### config.mk
export PLATFORM = sky130hd
export DESIGN_NAME = imm_encoder_flat
export DESIGN_NICKNAME = d
export VERILOG_FILES = /design/src/rtl/imm_encoder_if.sv /design/src/rtl/imm_encoder.sv /design/src/flat_wrapper.sv
export SDC_FILE = /design/constraint.sdc
export NUM_CORES = 1
export LEC_CHECK = 0
export ABC_CLOCK_PERIOD_IN_PS = 5370
export BUFFER_PORTS_ARGS = -buffer_cell sky130_fd_sc_hd__buf_4
export CELL_PAD_IN_SITES_DETAIL_PLACEMENT = 1
export CELL_PAD_IN_SITES_GLOBAL_PLACEMENT = 1
export CORE_MARGIN = 2
export CORE_UTILIZATION = 42
export CTS_CLUSTER_SIZE = 25
export DETAILED_ROUTE_END_ITERATION = 6
export HOLD_SLACK_MARGIN = 0.05
export MAX_ROUTING_LAYER = met4
export PLACE_DENSITY_LB_ADDON = 0.1
export SYNTH_ARGS = -nofsm -noshare
export SYNTH_HDL_FRONTEND = slang
export SYNTH_SLANG_ARGS = --single-unit
export TNS_END_PERCENT = 1
### constraint.sdc
create_clock -name clk -period 5.37 [get_ports clk]
set_clock_uncertainty 0.15 [all_clocks]
set_input_delay 1.074 -clock clk [delete_from_list [all_inputs] [get_ports clk]]
set_output_delay 1.074 -clock clk [all_outputs]
set_load 0.05 [all_outputs]
### src/rtl/imm_encoder_if.sv
// Request/beat handshake bundle for the immediate encoder.
// The master side issues requests and consumes beats; the slave side is the encoder.
interface imm_encoder_if;
  logic        in_valid;
  logic        in_ready;
  logic [2:0]  CEU;
  logic [31:0] Imm;
  logic        out_valid;
  logic        out_ready;
  logic [24:0] Dout;
  logic [2:0]  out_ceu;
  logic        out_last;
  logic        out_err;

  modport master (
    output in_valid, CEU, Imm, out_ready,
    input  in_ready, out_valid, Dout, out_ceu, out_last, out_err
  );

  modport slave (
    input  in_valid, CEU, Imm, out_ready,
    output in_ready, out_valid, Dout, out_ceu, out_last, out_err
  );
endinterface

### src/rtl/imm_encoder.sv
// Packs a 32-bit immediate into instruction[31:7] for a given format code,
// with per-beat range/alignment checks and a two-beat LUI+ADDI expansion for LI.
//
// state   | meaning
// S_EMPTY | no beat held, output idle
// S_FULL  | final beat of a request held on the output
// S_HI    | LI upper beat held, lower beat waiting in lo_r
module imm_encoder #(
  parameter int CNT_W = 8
) (
  input  logic             clk,
  input  logic             rst,
  imm_encoder_if.slave     bus,
  output logic [CNT_W-1:0] err_count
);

  typedef enum logic [1:0] {S_EMPTY, S_FULL, S_HI} state_t;

  state_t      state, state_nxt;
  logic [31:0] imm;
  logic [24:0] pk_d, dout_r, lo_r;
  logic [19:0] li_hi;
  logic [2:0]  pk_ceu, ceu_r;
  logic        pk_err, li_two, last_r, err_r;
  logic        fits_i, fits_b, fits_j;
  logic        out_valid_c, in_ready_c, accept, consume;

  assign imm    = bus.Imm;
  assign fits_i = (&imm[31:11]) | ~(|imm[31:11]);
  assign fits_b = (&imm[31:12]) | ~(|imm[31:12]);
  assign fits_j = (&imm[31:20]) | ~(|imm[31:20]);
  // Rounded upper part so that hi<<12 plus the sign-extended low 12 bits restores Imm.
  assign li_hi  = imm[31:12] + {19'b0, imm[11]};
  assign li_two = (bus.CEU == 3'b110) && !fits_i;

  always_comb begin
    pk_d   = '0;
    pk_err = 1'b0;
    pk_ceu = bus.CEU;
    case (bus.CEU)
      3'b000: begin
        pk_d[24:13] = imm[11:0];
        pk_err      = !fits_i;
      end
      3'b001: begin
        pk_d[17:13] = imm[4:0];
        pk_err      = |imm[31:5];
      end
      3'b010: begin
        pk_d[24:18] = imm[11:5];
        pk_d[4:0]   = imm[4:0];
        pk_err      = !fits_i;
      end
      3'b011: begin
        pk_d[24:5] = imm[31:12];
        pk_err     = |imm[11:0];
      end
      3'b100: begin
        pk_d[24]    = imm[12];
        pk_d[23:18] = imm[10:5];
        pk_d[4:1]   = imm[4:1];
        pk_d[0]     = imm[11];
        pk_err      = !fits_b || imm[0];
      end
      3'b101: begin
        pk_d[24]    = imm[20];
        pk_d[23:14] = imm[10:1];
        pk_d[13]    = imm[11];
        pk_d[12:5]  = imm[19:12];
        pk_err      = !fits_j || imm[0];
      end
      3'b110: begin
        if (fits_i) begin
          pk_d[24:13] = imm[11:0];
          pk_ceu      = 3'b000;
        end else begin
          pk_d[24:5] = li_hi;
          pk_ceu     = 3'b011;
        end
      end
      default: pk_err = 1'b1;
    endcase
  end

  always_ff @(posedge clk) begin
    if (rst) state <= S_EMPTY;
    else     state <= state_nxt;
  end

  always_comb begin
    state_nxt = state;
    case (state)
      S_EMPTY, S_FULL: begin
        if (accept)                             state_nxt = li_two ? S_HI : S_FULL;
        else if (state == S_FULL && bus.out_ready) state_nxt = S_EMPTY;
      end
      S_HI:    if (bus.out_ready) state_nxt = S_FULL;
      default: state_nxt = S_EMPTY;
    endcase
  end

  always_comb begin
    out_valid_c = (state != S_EMPTY);
    in_ready_c  = (state != S_HI) && (!out_valid_c || bus.out_ready);
    accept      = bus.in_valid && in_ready_c;
    consume     = out_valid_c && bus.out_ready;
  end

  assign bus.in_ready  = in_ready_c;
  assign bus.out_valid = out_valid_c;
  assign bus.Dout      = dout_r;
  assign bus.out_ceu   = ceu_r;
  assign bus.out_last  = last_r;
  assign bus.out_err   = err_r;

  always_ff @(posedge clk) begin
    if (rst) begin
      dout_r    <= '0;
      lo_r      <= '0;
      ceu_r     <= '0;
      last_r    <= 1'b0;
      err_r     <= 1'b0;
      err_count <= '0;
    end else begin
      if (accept) begin
        dout_r <= pk_d;
        ceu_r  <= pk_ceu;
        last_r <= !li_two;
        err_r  <= pk_err;
        lo_r   <= {imm[11:0], 13'b0};
      end else if (state == S_HI && bus.out_ready) begin
        dout_r <= lo_r;
        ceu_r  <= 3'b000;
        last_r <= 1'b1;
        err_r  <= 1'b0;
      end
      if (consume && err_r && (err_count != {CNT_W{1'b1}}))
        err_count <= err_count + CNT_W'(1);
    end
  end

endmodule

### src/flat_wrapper.sv
// flat-port wrapper written by rule: the top's interface ports become plain ports
module imm_encoder_flat 
#(
  parameter int CNT_W = 8
)
  (clk, rst, err_count, bus_in_valid, bus_CEU, bus_Imm, bus_out_ready, bus_in_ready, bus_out_valid, bus_Dout, bus_out_ceu, bus_out_last, bus_out_err);
  imm_encoder_if bus_i ();
  input  logic clk;
  input  logic rst;
  output logic [CNT_W-1:0] err_count;
  input wire logic [$bits(bus_i.in_valid)-1:0] bus_in_valid;
  input wire logic [$bits(bus_i.CEU)-1:0] bus_CEU;
  input wire logic [$bits(bus_i.Imm)-1:0] bus_Imm;
  input wire logic [$bits(bus_i.out_ready)-1:0] bus_out_ready;
  output wire logic [$bits(bus_i.in_ready)-1:0] bus_in_ready;
  output wire logic [$bits(bus_i.out_valid)-1:0] bus_out_valid;
  output wire logic [$bits(bus_i.Dout)-1:0] bus_Dout;
  output wire logic [$bits(bus_i.out_ceu)-1:0] bus_out_ceu;
  output wire logic [$bits(bus_i.out_last)-1:0] bus_out_last;
  output wire logic [$bits(bus_i.out_err)-1:0] bus_out_err;
  assign bus_i.in_valid = bus_in_valid;
  assign bus_i.CEU = bus_CEU;
  assign bus_i.Imm = bus_Imm;
  assign bus_i.out_ready = bus_out_ready;
  assign bus_in_ready = bus_i.in_ready;
  assign bus_out_valid = bus_i.out_valid;
  assign bus_Dout = bus_i.Dout;
  assign bus_out_ceu = bus_i.out_ceu;
  assign bus_out_last = bus_i.out_last;
  assign bus_out_err = bus_i.out_err;
  imm_encoder #(.CNT_W(CNT_W)) u_core (.clk(clk), .rst(rst), .bus(bus_i), .err_count(err_count));
endmodule
==> impl_metrics.py <==
metrics = {
    "power": {
        "leakage_uw": 0.00148,
        "combPwrFrac_pct": 29.2,
        "p_per_area_mw_per_mm2": 235,
        "p_sw_uw": 318,
        "vdd_drop_max_mv": 0.144,
        "clockPowerShare_pct": 24.4,
        "p_int_uw": 584,
        "p_sw_share_pct": 35.2,
        "pwr-share-seq_pct": 46.4,
    },
    "die": {
        "start_util_pct": 43.4,
        "die_h_um": 90.5,
        "core_mm2": 0.00725,
        "die_area_mm2": 0.00820,
        "die-width_um": 90.5,
        "ioPinCount": 79,
        "rows": 31,
    },
    "synth": {
        "synthCells": 392,
        "ys_ff_latch": 52,
        "synth_fp_nets": 435,
        "synthTopCellsByCount": "dfxtp_1, nand2_1, nor2_1",
        "synth_area_leader_cell": "dfxtp_1",
        "synth_edf_count": 0,
        "synthArstFlopShare_pct": 0,
        "synth_ff_type": "dfxtp_1",
        "syn_avg_cell_area_um2": 8.02,
        "ys_types": 59,
        "yosys_warnings": 0,
        "ys_seq_area_share_pct": 33.1,
        "syn_area_mm2": 0.00315,
        "synth_area_leaders": "dfxtp_1, nand2_1, nor2_1, a21oi_1, a221oi_2",
        "synth_top_area_share_pct": 33.1,
    },
    "clock_network": {
        "htreeDepth": 2,
        "numCtsBuffers": 5,
        "clk_path_buf_depth": 2,
        "cts_tree": "yes",
        "insertion_delay_ns": 0.30,
        "cts.clk_slew.worst_paths_ns": 0.09,
        "cts_root_buffer": "clkbuf_8",
        "postCtsSetupBuffers": 0,
        "post_cts_resized": 0,
        "clock_sinks": 52,
        "hold_buffers": 0,
    },
    "setup_path": {
        "cpPeakStageDelay_ns": 0.59,
        "worstPathMaxFanout": 16,
        "worstPathCellList": "buf_4, or4_1, or4_4, o22ai_4, nor2_4, a221oi_2, a2111oi_2",
        "crit_buf_inv": 1,
        "crit_type": "in2reg",
        "crit_family": "simple AND/OR/NAND/NOR gates",
        "critPathArrivalTime_ns": 3.33,
        "worst_setup_path_end_kind": "flop",
        "crit_slowest_cell": "or4_1",
        "cp_data_required_time_ns": 5.35,
        "start_kind": "input port",
    },
    "finish": {
        "syn_to_final_growth_pct": 21.9,
        "fill_cells": 925,
        "regArea_mm2": 0.00104,
        "diodes": 0,
        "final_nets": 496,
        "multi_input_area_mm2": 0.00197,
        "drive_gt1_share_pct": 24.1,
    },
    "drt": {
        "detail_route.wl_per_cell_um": 19.0,
        "dr.pass1.iters": 4,
        "route.detailed.drc": 0,
        "drtIter0Drc": 206,
        "ant_nets": 0,
        "vias_per_cell": 5.99,
        "vias": 3308,
        "routed_wl_um": 10500,
    },
    "timing": {
        "tightest_slew_ns": 1.23,
        "period_needed_ns": 3.35,
        "rsz0062_at_grt": "false",
        "fin_hold_ws_ns": 0.321,
        "setup_viol": 0,
        "relSlewSlack_pct": 18.2,
        "hold_viol_final": 0,
        "finalSetupTns_ns": 0,
        "finalCritPeriodShare_pct": 62.3,
        "fmax_mhz": 299,
        "slew_viol_final": 0,
    },
    "place": {
        "dp_hpwl_um": 7610,
        "io_buffers": 78,
        "place.gp.congestion": 0.926,
    },
    "global_route": {
        "grt-ovfl-total": 0,
        "antenna_found_initial": 0,
        "grt_first_pass_wirelength_um": 16900,
        "grt_pass1_vias": 3336,
        "grtUsageTotal_pct": 26.1,
        "grt_max_degree": 54,
    },
    "status": {
        "outcome": "completed",
    },
    "job": {
        "maxCapViolCount": 0,
    },
    "hold_path": {
        "hold_class": "reg2reg",
    },
}
-- worst min-delay path: stages, from the launching register on --
cell	delay [ns]
dfxtp_1	0.33
nand2_1	0.05
a21oi_1	0.05
-- cell families after synthesis --
group / share of synthesized area (%)
AND/OR/NAND/NOR: 26.2
AO/OA/AOI/OAI: 28.8
flip-flops: 33.1
buffers and inverters: 4.41
XOR/XNOR: 5.29
adder cells (fa/ha/maj): 1.59
multiplexers: 0.636
-- layout by cell type (no fill, tap or decap), types with 2 or more instances in the layout --
master     instances
a21oi_1           26
nand3b_1           2
xnor2_1            8
a311oi_1           3
a222oi_1           2
a22oi_1           14
nand4_1            6
o21a_1             3
nor2_1            41
a221oi_2           7
nand3_1           19
ha_1               4
o21ai_2            2
o21bai_1           3
nor2b_1            6
mux2i_1            2
inv_1              6
a211o_1            4
and3_1             7
nor3_1            13
a2111oi_2          4
clkbuf_8           5
buf_4             80
a211oi_1           2
or4_1              3
nor4_1             4
xor2_1            11
or4_4              2
o21ai_0           10
and4_1             3
a31oi_1            5
a221oi_1          11
nand2_1           52
or3_1              3
dfxtp_1           52
o211ai_1           6
-- registers in the layout, indices dropped and copies added (netlist names) --
name	flops
u_core.bus.Dout	25
u_core.bus.out_ceu	3
u_core.bus.out_err	1
u_core.bus.out_last	1
u_core.err_count	8
u_core.lo_r	12
u_core.state	2
-- path summary, 6_finish.rpt --
kind | from | endpoint | slack, ns | depth (start not counted)
max | bus_Imm[26] | u_core.bus.Dout[23]$_SDFFE_PP0P_ | 2.02 | 7
max reg2reg | u_core.state[1]$_SDFFE_PP0P_ | u_core.bus.Dout[23]$_SDFFE_PP0P_ | 2.63 | 5
min reg2reg | u_core.bus.out_ceu[0]$_SDFFE_PP0P_ | u_core.bus.out_ceu[0]$_SDFFE_PP0P_ | 0.32 | 2
min | u_core.bus.out_ceu[0]$_SDFFE_PP0P_ | u_core.bus.out_ceu[0]$_SDFFE_PP0P_ | 0.32 | 2
-- routing by layer --
metal	up-vias	share of wire [%]	global-route usage, %
li1	1591	-	-
met1	1619	44	32.9
met2	84	50	44.1
met3	14	4.7	3.59
met4	0	1.0	7.05
met5	-	0	-
-- cell type report --
type	instances	share of cell area [%]
Timing Repair Buffer	80	15.7
Clock buffer	6	1.89
Tap cell	99	3.23
Multi-Input combinational cell	308	51.4
Clock inverter	1	0.131
Inverter	6	0.587
Sequential cell	52	27.1
-- through the flow --
stage / power (uW) / instance area, um^2 / setup slack (ns) / utilization [%] / std cells
final: 902 / 3830 / 2.02 / 52.9 / 552
after global routing: 940 / 3830 / 1.94 / 52.9 / 552
after CTS: 906 / 3830 / 2.03 / 52.9 / 552
after detailed placement: 688 / 3760 / 1.71 / 51.8 / 545
after global placement: 683 / 3760 / 1.76 / 51.8 / 545
after floorplan: 594 / 3150 / 2.07 / - / 392
-- power groups by stage --
stage	registers, uW	clock network [uW]	logic, uW
floorplan	472	0	122
global placement	426	0	257
detailed placement	427	0	261
CTS	418	225	263
global route	421	236	283
finish	418	220	263
No activity file was read; power rests on OpenSTA's default activity.
